<file path="src/rtl/lab3_g29_p2_pkg.sv">
// Shared definitions for the 16-way round-robin arbiter: FSM states,
// requester count, selector width and the default word width.
package lab3_g29_p2_pkg;

  localparam int NREQ       = 16;
  localparam int SEL_W      = 4;
  localparam int DW_DEFAULT = 4;

  typedef enum logic {
    IDLE = 1'b0,
    HOLD = 1'b1
  } state_t;

endpackage

</file>
<file path="src/rtl/lab3_g29_p2_rr_pick.sv">
// Combinational round-robin picker: returns the first set request bit
// found when scanning base, base+1, ... base+15 (mod 16).
module lab3_g29_p2_rr_pick
  import lab3_g29_p2_pkg::*;
(
  input  logic [NREQ-1:0]  req,
  input  logic [SEL_W-1:0] base,
  output logic             found,
  output logic [SEL_W-1:0] idx
);

  logic [SEL_W-1:0] pos;

  // The 4-bit position counter wraps naturally, giving the mod-16 scan order
  always_comb begin
    found = 1'b0;
    idx   = base;
    pos   = '0;
    for (int i = 0; i < NREQ; i++) begin
      pos = base + SEL_W'(i);
      if (!found && req[pos]) begin
        found = 1'b1;
        idx   = pos;
      end
    end
  end

endmodule

</file>
<file path="src/rtl/lab3_g29_p2_rr_arbiter_16.sv">
// 16-requester round-robin arbiter with a registered output word, valid/ready
// handshake to downstream, and a one-cycle ack pulse back to the consumed requester.
module lab3_g29_p2_rr_arbiter_16
  import lab3_g29_p2_pkg::*;
#(
  parameter int DW   = DW_DEFAULT,
  parameter int NREQ = lab3_g29_p2_pkg::NREQ
) (
  input  logic               clk,
  input  logic               rst_n,
  input  logic [NREQ-1:0]    req,
  input  logic [NREQ*DW-1:0] din,
  output logic               out_valid,
  input  logic               out_ready,
  output logic [DW-1:0]      out_data,
  output logic [SEL_W-1:0]   out_sel,
  output logic [NREQ-1:0]    gnt,
  output logic [NREQ-1:0]    ack
);

  state_t           state, state_next;
  logic [SEL_W-1:0] ptr, ptr_next;
  logic [SEL_W-1:0] sel_next;
  logic [DW-1:0]    data_next;
  logic [NREQ-1:0]  ack_next;
  logic [SEL_W-1:0] pick_base;
  logic [SEL_W-1:0] pick_idx;
  logic             pick_found;
  logic [DW-1:0]    pick_word;

  // On a handshake the new base equals the pointer being written this edge,
  // so back-to-back grants skip the requester just served.
  assign pick_base = (state == HOLD) ? out_sel + SEL_W'(1) : ptr;
  assign pick_word = din[pick_idx*DW +: DW];

  lab3_g29_p2_rr_pick u_pick (
    .req   (req),
    .base  (pick_base),
    .found (pick_found),
    .idx   (pick_idx)
  );

  assign out_valid = (state == HOLD);
  assign gnt       = out_valid ? (NREQ'(1) << out_sel) : '0;

  always_ff @(posedge clk) begin
    if (!rst_n) begin
      state    <= IDLE;
      ptr      <= '0;
      out_data <= '0;
      out_sel  <= '0;
      ack      <= '0;
    end else begin
      state    <= state_next;
      ptr      <= ptr_next;
      out_data <= data_next;
      out_sel  <= sel_next;
      ack      <= ack_next;
    end
  end

  // While holding without ready nothing is re-sampled, so din/req changes are ignored
  always_comb begin
    state_next = state;
    ptr_next   = ptr;
    sel_next   = out_sel;
    data_next  = out_data;
    ack_next   = '0;
    case (state)
      IDLE: begin
        if (pick_found) begin
          state_next = HOLD;
          sel_next   = pick_idx;
          data_next  = pick_word;
        end
      end
      HOLD: begin
        if (out_ready) begin
          ptr_next = out_sel + SEL_W'(1);
          ack_next = NREQ'(1) << out_sel;
          if (pick_found) begin
            sel_next  = pick_idx;
            data_next = pick_word;
          end else begin
            state_next = IDLE;
          end
        end
      end
      default: state_next = IDLE;
    endcase
  end

endmodule

</file>
<file path="config.mk">
export PLATFORM = sky130hd
export DESIGN_NAME = lab3_g29_p2_rr_arbiter_16
export DESIGN_NICKNAME = d
export VERILOG_FILES = /design/src/rtl/lab3_g29_p2_pkg.sv /design/src/rtl/lab3_g29_p2_rr_pick.sv /design/src/rtl/lab3_g29_p2_rr_arbiter_16.sv
export SDC_FILE = /design/constraint.sdc
export NUM_CORES = 1
export LEC_CHECK = 0
export CORE_AREA = 10 10 100 102
export CTS_BUF_LIST = sky130_fd_sc_hd__clkbuf_8
export CTS_CLUSTER_DIAMETER = 150
export CTS_CLUSTER_SIZE = 16
export DETAILED_ROUTE_END_ITERATION = 10
export DIE_AREA = 0 0 110 112
export PLACE_DENSITY = 0.89
export SLEW_MARGIN = 0
export SYNTH_ARGS = -nofsm -noshare
export SYNTH_HDL_FRONTEND = slang
export SYNTH_SLANG_ARGS = --single-unit
</file>
<file path="constraint.sdc">
create_clock -name clk -period 5.9 [get_ports clk]
set_input_delay 0.59 -clock clk [delete_from_list [all_inputs] [get_ports clk]]
set_output_delay 0.59 -clock clk [all_outputs]
set_load 0.005 [all_outputs]
</file>
# After elaboration in Yosys (flattened, before gate mapping)
# Index checks and enable logic that the tools add are counted.
# Widths: inputs -> output; s select.
[classes]
bitwise_logic = 1
reduce_logical = 32
n_mux = 74
n_addsub = 16
order_cmp = 16
shifts = 2
eq_ne = 1
[ops]
columns = ["op", "n"]
rows = [
  ["$lt 4x5->1 const B", 16],
  ["$mux 4", 20],
  ["$bmux 1 s4", 16],
  ["$shiftx 64x7->4", 1],
  ["$mux 1", 34],
  ["$add 4x4->4 const B", 8],
  ["$add 4x3->4 const B", 4],
  ["$mux 16", 1],
  ["$pmux 4 s2", 2],
  ["$shl 1x4->16 const A", 1],
  ["$logic_and 1x1->1", 15],
  ["$logic_not 1->1", 15],
  ["$add 4x1->4 const B", 2],
  ["$add 4x2->4 const B", 2],
  ["$reduce_and 3->1", 1],
  ["$ne 2x2->1 const B", 1],
  ["$pmux 1 s2", 1],
  ["$reduce_and 2->1", 1],
  ["$not 1->1", 1],
]
[totals]
out_inout_bits = 41
inputBits = 83
register_bits = 29

# Depth between registers and ports, before layout
# Gate-level depths: netlist (run 1).
[depth]
word_depth = 54
ltp_mapped = 20
mapped_depth_nobuf = 17

# By module
# Synthesis (run 1) repeated with hierarchy kept, for this count alone.
[unflattened]
cells_unflattened = 416
hier_area_um2 = 4027.6
[modules_own_cells]
columns = ["mod", "seq_area_each_um2", "cells_each", "area_per_inst_um2", "instances"]
rows = [
  ["lab3_g29_p2_rr_pick", 0.0, 254, 2331.0, 1],
  ["lab3_g29_p2_rr_arbiter_16", 580.6, 162, 1696.6, 1],
]

# Least setup slack after synthesis (run 1)
# No wires, ideal clock.
[synth_path]
path_type = "register -> register"
from = "reg out_sel[0]"
to = "reg out_data[0]"
setup_ns = 0.125
t_arrival_ns = 4.828
path_stages_with_launch = 19
required_time_ns = 5.775
setup_slack_ns = 0.947
path_cell_list = "dfxtp_1 > inv_2 > ha_1 > mux2i_4 > inv_1 > buf_2 > ha_1 > xnor2_2 > mux4_2 > mux2i_1 > o32ai_4 > nand3b_4 > nor4_4 > o211ai_1 > a31o_1 > o311ai_4 > mux4_1 > a21oi_1 > a31oi_1"
[synth_between]
elab_chain_len = 54
[synth_rtl]
columns = ["item", "line", "source"]
rows = [
  ["start: declaration", "lab3_g29_p2_rr_arbiter_16.sv:16", "output logic [SEL_W-1:0] out_sel,"],
  ["start signal: assignment", "lab3_g29_p2_rr_arbiter_16.sv:57", "out_sel <= sel_next;"],
  ["$add 4x1->4 *", "lab3_g29_p2_rr_arbiter_16.sv:33", "assign pick_base = (state == HOLD) ? out_sel + SEL_W'(1) : ptr;"],
  ["$mux 4 *", "lab3_g29_p2_rr_arbiter_16.sv:33", ""],
  ["parallel branches: the longest is 49 deep, another holds $add 4x1->4", "-", ""],
  ["$mux 4 *", "lab3_g29_p2_rr_arbiter_16.sv:71, lab3_g29_p2_rr_arbiter_16.sv:81", ""],
  ["$mux 4", "lab3_g29_p2_rr_arbiter_16.sv:78", "if (out_ready) begin"],
  ["$pmux 4 s2 *", "lab3_g29_p2_rr_arbiter_16.sv:69", "case (state)"],
  ["end signal: assignment", "lab3_g29_p2_rr_arbiter_16.sv:56", "out_data <= data_next;"],
  ["end: declaration", "lab3_g29_p2_rr_arbiter_16.sv:15", "output logic [DW-1:0] out_data,"],
]
# Mark *: on every way between the ends. The select of a mux whose other input is x is not followed.
# A chain may end at the register's enable or synchronous reset.

# Worst setup path in the final report (run 1)
[layout_path]
from = "reg out_sel[0]"
to = "reg out_data[1]"
# Same word-level chain as after synthesis.

==> flow_summary.json, run 1 <==
{
  "synth.avg_cell_area_um2": 9.10,
  "place_area_um2": 5130,
  "totalWireLength_um": 13600,
  "drive_gt1_share_pct": 13.2,
  "place_ws_ns": 0.386,
  "ys_ff_latch": 29,
  "ant_nets": 0,
  "root_buffer": "clkbuf_8",
  "slew_headroom_pct": 29.4,
  "clock-sinks": 29,
  "synth_flop_cell": "dfxtp_1",
  "clock_latency_ns": 0.28,
  "peakVddDrop_v": 0.000320,
  "status": "completed",
  "cts_tree": "done",
  "setup_slack_ns": 0.258,
  "synth_edf_count": 0,
  "drt_iter0_markers": 253,
  "clk_pin_slew_ns": 0.06,
  "yosysSeqAreaShare_pct": 15.4,
  "design_area_um2": 5260,
  "worst_pin_slew_ns": 1.06,
  "ff_latch_area_um2": 581,
  "yosysTopAreaCell": "dfxtp_1",
  "port_buffers": 123,
  "crit_type": "reg -> reg",
  "io_pins": 124,
  "post_synth_num_cell_types": 69,
  "tns_ns": 0,
  "ys_warn_count": 0,
  "finalNetCount": 640,
  "die_w_um": 110,
  "setup_viol": 0,
  "dpl.hpwl_um": 11100,
  "antenna_found_initial": 0,
  "power.total_mw": 3.08,
  "vias": 4103,
  "diodes": 0,
  "multi_input_area_um2": 3070,
  "rsz0062_at_grt": "no",
  "grt_max_degree": 26,
  "h-tree-depth": 2,
  "wl_per_cell_um": 21.0,
  "drt_pass1_iterations": 5,
  "cp.arrival_ns": 5.81,
  "synth_nets": 511,
  "grtUsageTotal_pct": 20.7,
  "skew_ns": 0.00466,
  "slew_violations": 0,
  "synthArstFlopShare_pct": 0,
  "cp-start-kind": "register",
  "cellLeakagePower_nw": 2.08,
  "hold_path_class": "reg -> reg",
  "power_density_nw_per_um2": 586,
  "die_h_um": 112,
  "clock.fmax_ghz": 0.177,
  "synth_top_area_share_pct": 15.4,
  "synth_cells": 415,
  "dieArea_um2": 12300,
  "end_kind": "register",
  "holdBufCountCts": 0,
  "vias_per_cell": 6.31,
  "syn_to_final_growth_pct": 39.2,
  "first_global_vias": 3957,
  "period_needed_ns": 5.64,
  "cts_buffers": 5,
  "clk_path_buf_depth": 2,
  "cap_violations": 0,
  "grt_first_pass_wirelength_um": 20600,
  "worstPathRequired_ns": 6.07,
  "gp_congestion": 1.08,
  "hold_viol_final": 0,
  "fill_cells": 653,
  "overflow": 0,
  "syn-cell-area_um2": 3780,
  "start_util_pct": 46.9,
  "core_um2": 8050,
  "finish.utilization_pct": 65.3,
  "cp_max_fo": 17,
  "drc": 0,
  "synth.area.top_cells": "dfxtp_1, mux2i_1, mux4_2",
  "period_share_pct": 95.6,
  "placementRows": 33
}
## registers in the layout, summed over array words and instances (netlist names)
register	flops
out_sel	4
out_data	4
out_valid	1
ack	16
ptr	4
## synth_stat cells (all sizes together) (3+ instances only)
master and count:
nand2b 5, and3 5, nand4 3, and2 7, o21ai 25, mux4 24
a22oi 5, nand2 36, o311ai 4, nor3 10, xor2 7, dfxtp 29
a21o 3, o22ai 5, a21oi 18, inv 10, nor2 56, a211oi 3
buf 10, xnor2 9, mux2i 56, mux2 14, nand3 11, clkbuf 6
a31oi 7, ha 13
## layer usage
layer  wire [um]  GRT usage (%)  vias to the layer above
met4         501           8.59                        0
met3        1270           4.33                       50
met5           0              0                        -
li1            -              -                     1856
met1        4830           22.4                     1960
met2        7030           37.4                      237
## worst paths after layout
check,start,end,slack (ns),depth (start not counted)
min,ptr[1],ptr[1],0.54,2
max reg2reg,out_sel[0],out_data[1],0.26,17
min reg2reg,ptr[1],ptr[1],0.54,2
max,out_sel[0],out_data[1],0.26,17
## where the power goes
part	total [mW]	switching [mW]	internal [mW]
clock	0.179	0.0735	0.105
sequential	0.257	0.0325	0.225
combinational	2.64	1.47	1.17
## layout by cell type, fill, tap and decap left out, types with 3 or more instances in the layout
cell,count
clkdlybuf4s50_1,123
nor2_1,55
mux2i_1,51
nand2_1,36
dfxtp_1,29
o21ai_0,24
a21oi_1,18
mux4_2,14
buf_4,14
ha_1,13
mux2_2,12
nand3_1,11
mux4_1,10
nor3_1,9
inv_1,7
and2_1,7
xor2_1,7
a31oi_1,7
clkbuf_8,7
xnor2_1,6
and3_1,5
a22oi_1,5
o22ai_1,5
nand2b_1,4
a21o_1,3
mux2i_4,3
nand4_1,3
a211oi_1,3
o311ai_0,3
## cells by family after synthesis
kind of cell | share of synthesized area [%]
and+or+nand+nor | 18.3
buffers and inverters | 4.17
AOI/OAI and AO/OA | 17.6
muxes | 35.7
xor gates and xnor gates | 4.60
DFF | 15.4
adders and majority gates | 4.31
## cell type report
cell class | instances | area share (%)
Timing Repair Buffer | 137 | 25.4
Inverter | 10 | 0.762
Multi-Input combinational cell | 361 | 58.3
Clock buffer | 7 | 1.83
Tap cell | 105 | 2.50
Clock inverter | 1 | 0.0952
Sequential cell | 29 | 11.0
## timing repair
action | 4_1_cts | 5_1_grt
setup buffers | 0 | 0
setup endpoints to repair | 0 | 2
resized for setup | 0 | 1
## critical path, stage by stage, from the launching register on
cell	delay (ns)
dfxtp_1	0.41
ha_1	0.27
ha_1	0.31
a21o_1	0.55
inv_1	0.18
ha_1	0.31
a21oi_1	0.25
xor2_1	0.43
mux2i_4	0.44
nor2_2	0.09
and2_1	0.21
and3_1	0.21
a221o_1	0.36
a31o_1	0.21
o311ai_4	0.30
mux4_1	0.69
a21oi_1	0.18
a31oi_1	0.10
## metrics by stage
step	hold slack, ns	std cells
after global routing	0.570	650
final	0.538	650
after CTS	0.542	649
after detailed placement	0.534	641
after floorplan	0.497	415
after global placement	0.517	641
No activity file was read; power rests on OpenSTA's default activity.
==> inputs of run 2 (changes only) <==
- CELL_PAD_IN_SITES_DETAIL_PLACEMENT: not set -> 0
- CELL_PAD_IN_SITES_GLOBAL_PLACEMENT: not set -> 1
- CORE_AREA: 10 10 100 102 -> 10 10 114 116
- CTS_CLUSTER_DIAMETER: 150 -> 50
- DIE_AREA: 0 0 110 112 -> 0 0 124 126
- PLACE_DENSITY: 0.89 -> 0.9
==> run 2 against run 1 <==
Effect of this change: core utilization decreased by 16 points; clock power decreased by 14%; sequential power about the same; cell count increased by 5.1%; clock skew decreased by 0.0013 ns.
==> flow_summary.json, run 2 (synthesis gave the netlist of run 1 again) <==
{
  "status": "completed",
  "power_density_nw_per_um2": 571,
  "internal-power_mw": 1.48,
  "pwr-share-seq_pct": 8.6,
  "wl_per_cell_um": 19.4,
  "port_buffers": 123,
  "reg2reg_setup_slack_ns": 0.38,
  "regMostFlops": "ack",
  "cellLeakagePower_nw": 2.06,
  "diodes": 0,
  "die_w_um": 124,
  "largest_reg_flops": 16,
  "root_buffer": "clkbuf_8",
  "cts_tree": "done",
  "rr_worst_depth": 17,
  "ff_latch_area_um2": 581,
  "grt_max_degree": 26,
  "finalNetCount": 638,
  "cp_max_fo": 13,
  "hold_path_class": "reg -> reg",
  "slew_headroom_pct": 35.2,
  "final_common_cell": "clkdlybuf4s50_1",
  "cts_setup_buffers": 0,
  "ant_nets": 0,
  "r2r-start": "out_sel[0]",
  "drive_gt1_share_pct": 13.1,
  "period_share_pct": 93.5,
  "overflow": 0,
  "grtUsageTotal_pct": 15.9,
  "vias_per_cell": 5.69,
  "placementRows": 38,
  "gr-max-usage-layer": "met2",
  "cp-start-kind": "register",
  "place_ws_ns": 0.265,
  "dieArea_um2": 15600,
  "met1_usage_pct": 18.3,
  "io_pins": 124,
  "syn_to_final_growth_pct": 39.4,
  "clock-sinks": 29,
  "worst_pin_slew_ns": 0.972,
  "hold_viol_final": 0,
  "design_area_um2": 5260,
  "fill_cells": 998,
  "drt_iter0_markers": 459,
  "rsz0062_at_grt": "no",
  "drt_pass1_iterations": 6,
  "skew_ns": 0.00338,
  "vias": 3886,
  "crit_type": "reg -> reg",
  "h-tree-depth": 2,
  "clk_pin_slew_ns": 0.06,
  "totalWireLength_um": 13200,
  "instances_no_fill": 683,
  "setup_slack_ns": 0.381,
  "place_area_um2": 5180,
  "swShare_pct": 50.9,
  "dpl.hpwl_um": 10900,
  "cap_violations": 0,
  "core_um2": 10700,
  "drc": 0,
  "grt_first_pass_wirelength_um": 20400,
  "first_global_vias": 3824,
  "power.total_mw": 3.01,
  "combPwrFrac_pct": 86.3,
  "period_needed_ns": 5.52,
  "layout_common_cells": "clkdlybuf4s50_1, nor2_1, mux2i_1",
  "multi_input_area_um2": 3040,
  "power.switching_mw": 1.53,
  "critPathCapture": "out_data[2]",
  "cts_buffers": 5,
  "met3_usage_pct": 3.26,
  "peakVddDrop_v": 0.000251,
  "clock_latency_ns": 0.27,
  "gp_congestion": 0.997,
  "reg2reg_to": "out_data[2]",
  "slew_violations": 0,
  "cp.arrival_ns": 5.67,
  "antenna_found_initial": 0,
  "finish.utilization_pct": 49.2,
  "pwr-share-clk_pct": 5.1,
  "startpoint": "out_sel[0]",
  "worstPathRequired_ns": 6.05,
  "setup_viol": 0,
  "clk_path_buf_depth": 2,
  "whs_ns": 0.547,
  "tns_ns": 0,
  "die_h_um": 126,
  "clock.fmax_ghz": 0.181,
  "grt_use_met2_pct": 29.1,
  "start_util_pct": 35.3,
  "end_kind": "register",
  "numPlacedInstances": 675
}
run 2: changes by cell type in the layout (fill, tap and decap cells not counted), sizes merged:
cell and change:
clkbuf -2, clkinv +1, buf -1, clkinvlp +1
xnor2 -1
run 2: routing by layer:
metal | vias to the layer above | wire length [um]
met5 | - | 0
met4 | 0 | 159
met3 | 24 | 1110
met2 | 172 | 7010
met1 | 1844 | 4960
li1 | 1846 | -
run 2: power by group through the flow:
| stage | Sequential (mW) | Clock [mW] | Combinational, mW |
|---|---|---|---|
| 4_1_cts | 0.256 | 0.158 | 2.55 |
| 3_3_place_gp | 0.257 | 0 | 2.52 |
| 5_1_grt | 0.261 | 0.170 | 2.78 |
| 3_5_place_dp | 0.260 | 0 | 2.54 |
| 2_1_floorplan | 0.255 | 0 | 1.93 |
| 6_report | 0.258 | 0.154 | 2.59 |
run 2: timing repair:
action	4_1_cts	5_1_grt
hold buffers	0	0
resized for setup	0	1
setup endpoints to repair	0	4
endpoints found under the hold margin	0	0
run 2: critical path: stages, from the launching register on:
cell and delay, ns:
dfxtp_1 0.51, ha_1 0.24, ha_1 0.25, a21o_2 0.34
inv_1 0.42, ha_1 0.33, nand2_1 0.21, xnor2_1 0.29
mux2i_1 0.53, o21ai_0 0.26, a32o_1 0.28, a221o_1 0.34
a31o_1 0.21, o311ai_4 0.21, buf_4 0.30, mux4_2 0.52
nand2_1 0.08, a31oi_1 0.08
run 2: worst min path at each step:
| stage | slack [ns] | cells past startpoint | endpoint | startpoint |
|---|---|---|---|---|
| 3_5_place_dp | 0.53 | 2 | ptr[1] | ptr[1] |
| 3_3_place_gp | 0.51 | 2 | ptr[1] | ptr[1] |
| 4_1_cts | 0.54 | 2 | ptr[1] | ptr[1] |
| 6_report | 0.55 | 2 | ptr[1] | ptr[1] |
| 5_1_grt | 0.59 | 2 | ptr[1] | ptr[1] |
| 2_1_floorplan | 0.50 | 2 | ptr[1] | ptr[1] |
run 2: cell type report:
cell class	count	area share, %
Multi-Input combinational cell	360	57.8
Timing Repair Buffer	136	25.5
Sequential cell	29	11.0
Tap cell	140	3.33
Clock buffer	5	1.31
Inverter	10	0.761
Clock inverter	3	0.333
==> inputs of run 3 (changes only) <==
--- a/config.mk
+++ b/config.mk
@@ -9,3 +9,3 @@
 export CELL_PAD_IN_SITES_GLOBAL_PLACEMENT = 1
-export CORE_AREA = 10 10 114 116
+export CORE_AREA = 2 2 106 108
 export CTS_BUF_LIST = sky130_fd_sc_hd__clkbuf_8
@@ -14,3 +14,3 @@
 export DETAILED_ROUTE_END_ITERATION = 10
-export DIE_AREA = 0 0 124 126
+export DIE_AREA = 0 0 108 110
 export PLACE_DENSITY = 0.9
==> constraint.sdc (replaced) <==
create_clock -name clk -period 5.9 [get_ports clk]
set_input_delay 1.475 -clock clk [delete_from_list [all_inputs] [get_ports clk]]
set_output_delay 1.475 -clock clk [all_outputs]
set_load 0.005 [all_outputs]
==> run 3 against run 2 <==
Effect of this change: design area grew 0.69%; critical path depth up 1; sequential power fell by 3%; non-clock buffer count grew 5; critical endpoint unchanged; register-to-register slack improved by 0.099 ns; routed wire length decreased by 8.0%; die area decreased by 24%; cell count up 0.73%; flip-flop and latch count unchanged; largest cell class unchanged; core utilization is 0.34 points higher; sequential share of layout area is 0.075 points lower.
==> flow_summary.json, run 3 (synthesis gave the netlist of run 1 again) <==
{
  "status": "completed",
  "swShare_pct": 50.5,
  "wl_met3_um": 735,
  "tns_ns": 0,
  "startpoint": "out_sel[0]",
  "peakVddDrop_v": 0.000193,
  "overflow": 0,
  "holdBufCountCts": 0,
  "ff_latch_area_um2": 581,
  "period_share_pct": 91.9,
  "final_common_cell": "clkdlybuf4s50_1",
  "totalWireLength_um": 12200,
  "worstHoldStart": "ptr[1]",
  "top_layer": "met4",
  "placementRows": 38,
  "layout_common_cells": "clkdlybuf4s50_1, nor2_1, mux2i_1",
  "cellLeakagePower_nw": 2.08,
  "rr_worst_depth": 18,
  "clock.fmax_ghz": 0.185,
  "root_buffer": "clkbuf_8",
  "drive_gt1_share_pct": 13.7,
  "rsz0062_at_grt": "no",
  "drc": 0,
  "regMostFlops": "ack",
  "finalNetCount": 643,
  "clk_path_buf_depth": 2,
  "worstPathRequired_ns": 6.06,
  "fill_cells": 1006,
  "power_density_nw_per_um2": 569,
  "multi_input_area_um2": 3040,
  "wl_met1_um": 5000,
  "syn_to_final_growth_pct": 40.3,
  "hold_path_class": "reg -> reg",
  "diodes": 0,
  "vias_per_cell": 5.77,
  "cp.arrival_ns": 5.58,
  "internal-power_mw": 1.50,
  "pwr-share-seq_pct": 8.3,
  "slew_violations": 0,
  "grt_first_pass_wirelength_um": 18800,
  "gp_congestion": 0.919,
  "hold_viol_final": 0,
  "core_um2": 10700,
  "cts_buffers": 5,
  "period_needed_ns": 5.42,
  "design_area_um2": 5300,
  "wl_per_cell_um": 17.7,
  "whs_ns": 0.533,
  "place_area_um2": 5210,
  "ant_nets": 0,
  "grtUsageTotal_pct": 19.9,
  "clk_pin_slew_ns": 0.06,
  "wl_met2_um": 6080,
  "cts_resized": 0,
  "clock_latency_ns": 0.28,
  "die_w_um": 108,
  "crit_type": "reg -> reg",
  "cts_tree": "done",
  "end_kind": "register",
  "die_h_um": 110,
  "holdPathStages": 2,
  "slew_headroom_pct": 36.3,
  "cp-start-kind": "register",
  "drt_pass1_iterations": 5,
  "port_buffers": 123,
  "worst_pin_slew_ns": 0.955,
  "reg2reg_setup_slack_ns": 0.48,
  "grt_max_degree": 26,
  "power.switching_mw": 1.52,
  "dieArea_um2": 11900,
  "instances_no_fill": 688,
  "drt_iter0_markers": 438,
  "dpl.hpwl_um": 9750,
  "pwr-share-clk_pct": 5.2,
  "numPlacedInstances": 680,
  "clock-sinks": 29,
  "antenna_found_initial": 0,
  "combPwrFrac_pct": 86.5,
  "cap_violations": 0,
  "cp_max_fo": 16,
  "start_util_pct": 35.3,
  "r2r-start": "out_sel[0]",
  "setup_viol": 0,
  "first_global_vias": 3733,
  "power.total_mw": 3.02,
  "vias": 3968,
  "largest_reg_flops": 16,
  "skew_ns": 0.00288,
  "io_pins": 124,
  "h-tree-depth": 2,
  "cts_setup_buffers": 0
}
## run 3: cell count changes in the layout (fill, tap and decap cells not counted), sizes merged
cell,before,now
buf,13,18
## run 3: path summary, 6_finish.rpt
check | end
setup / recovery | out_data[2]
hold / removal | ptr[1]
setup reg to reg | out_data[2]
hold reg to reg | ptr[1]
## run 3: layout make-up
class	instances	share of cell area, %
clock buffers	5	1.30
clock inverters	3	0.331
inverters	10	0.755
multi-input cells	360	57.3
flip-flops and latches	29	11.0
well taps	140	3.31
repair buffers	141	26.0
## run 3: worst max-delay path, cell delays in order, from the launching register on
cell	delay, ns
dfxtp_1	0.50
inv_2	0.09
ha_1	0.38
mux2i_4	0.33
inv_1	0.11
ha_1	0.27
xnor2_2	0.47
mux4_2	0.39
mux2i_1	0.13
o32ai_4	0.45
nand3b_4	0.30
nor4_4	0.36
o211ai_1	0.12
a31o_1	0.25
o311ai_4	0.20
buf_4	0.30
mux4_2	0.51
nand2_1	0.07
a31oi_1	0.07
## run 3: metal layers
layer / GRT usage (%) / vias up
li1: - / 1856
met1: 25.0 / 1898
met2: 35.4 / 179
met3: 2.41 / 35
met4: 6.68 / 0
met5: 0 / -
## run 3: through the flow
| stage | setup slack, ns | utilization, % |
|---|---|---|
| 2_1_floorplan | 0.947 | - |
| 3_3_place_gp | 0.474 | 48.7 |
| 3_5_place_dp | 0.380 | 48.7 |
| 4_1_cts | 0.489 | 49.5 |
| 5_1_grt | 0.131 | 49.5 |
| 6_report | 0.481 | 49.5 |
## run 3: power by group through the flow
stage / Combinational, mW / Clock, mW / Sequential (mW)
2_1_floorplan: 1.93 / 0 / 0.255
3_3_place_gp: 2.53 / 0 / 0.253
3_5_place_dp: 2.56 / 0 / 0.254
4_1_cts: 2.57 / 0.160 / 0.250
5_1_grt: 2.82 / 0.167 / 0.255
6_report: 2.61 / 0.157 / 0.250
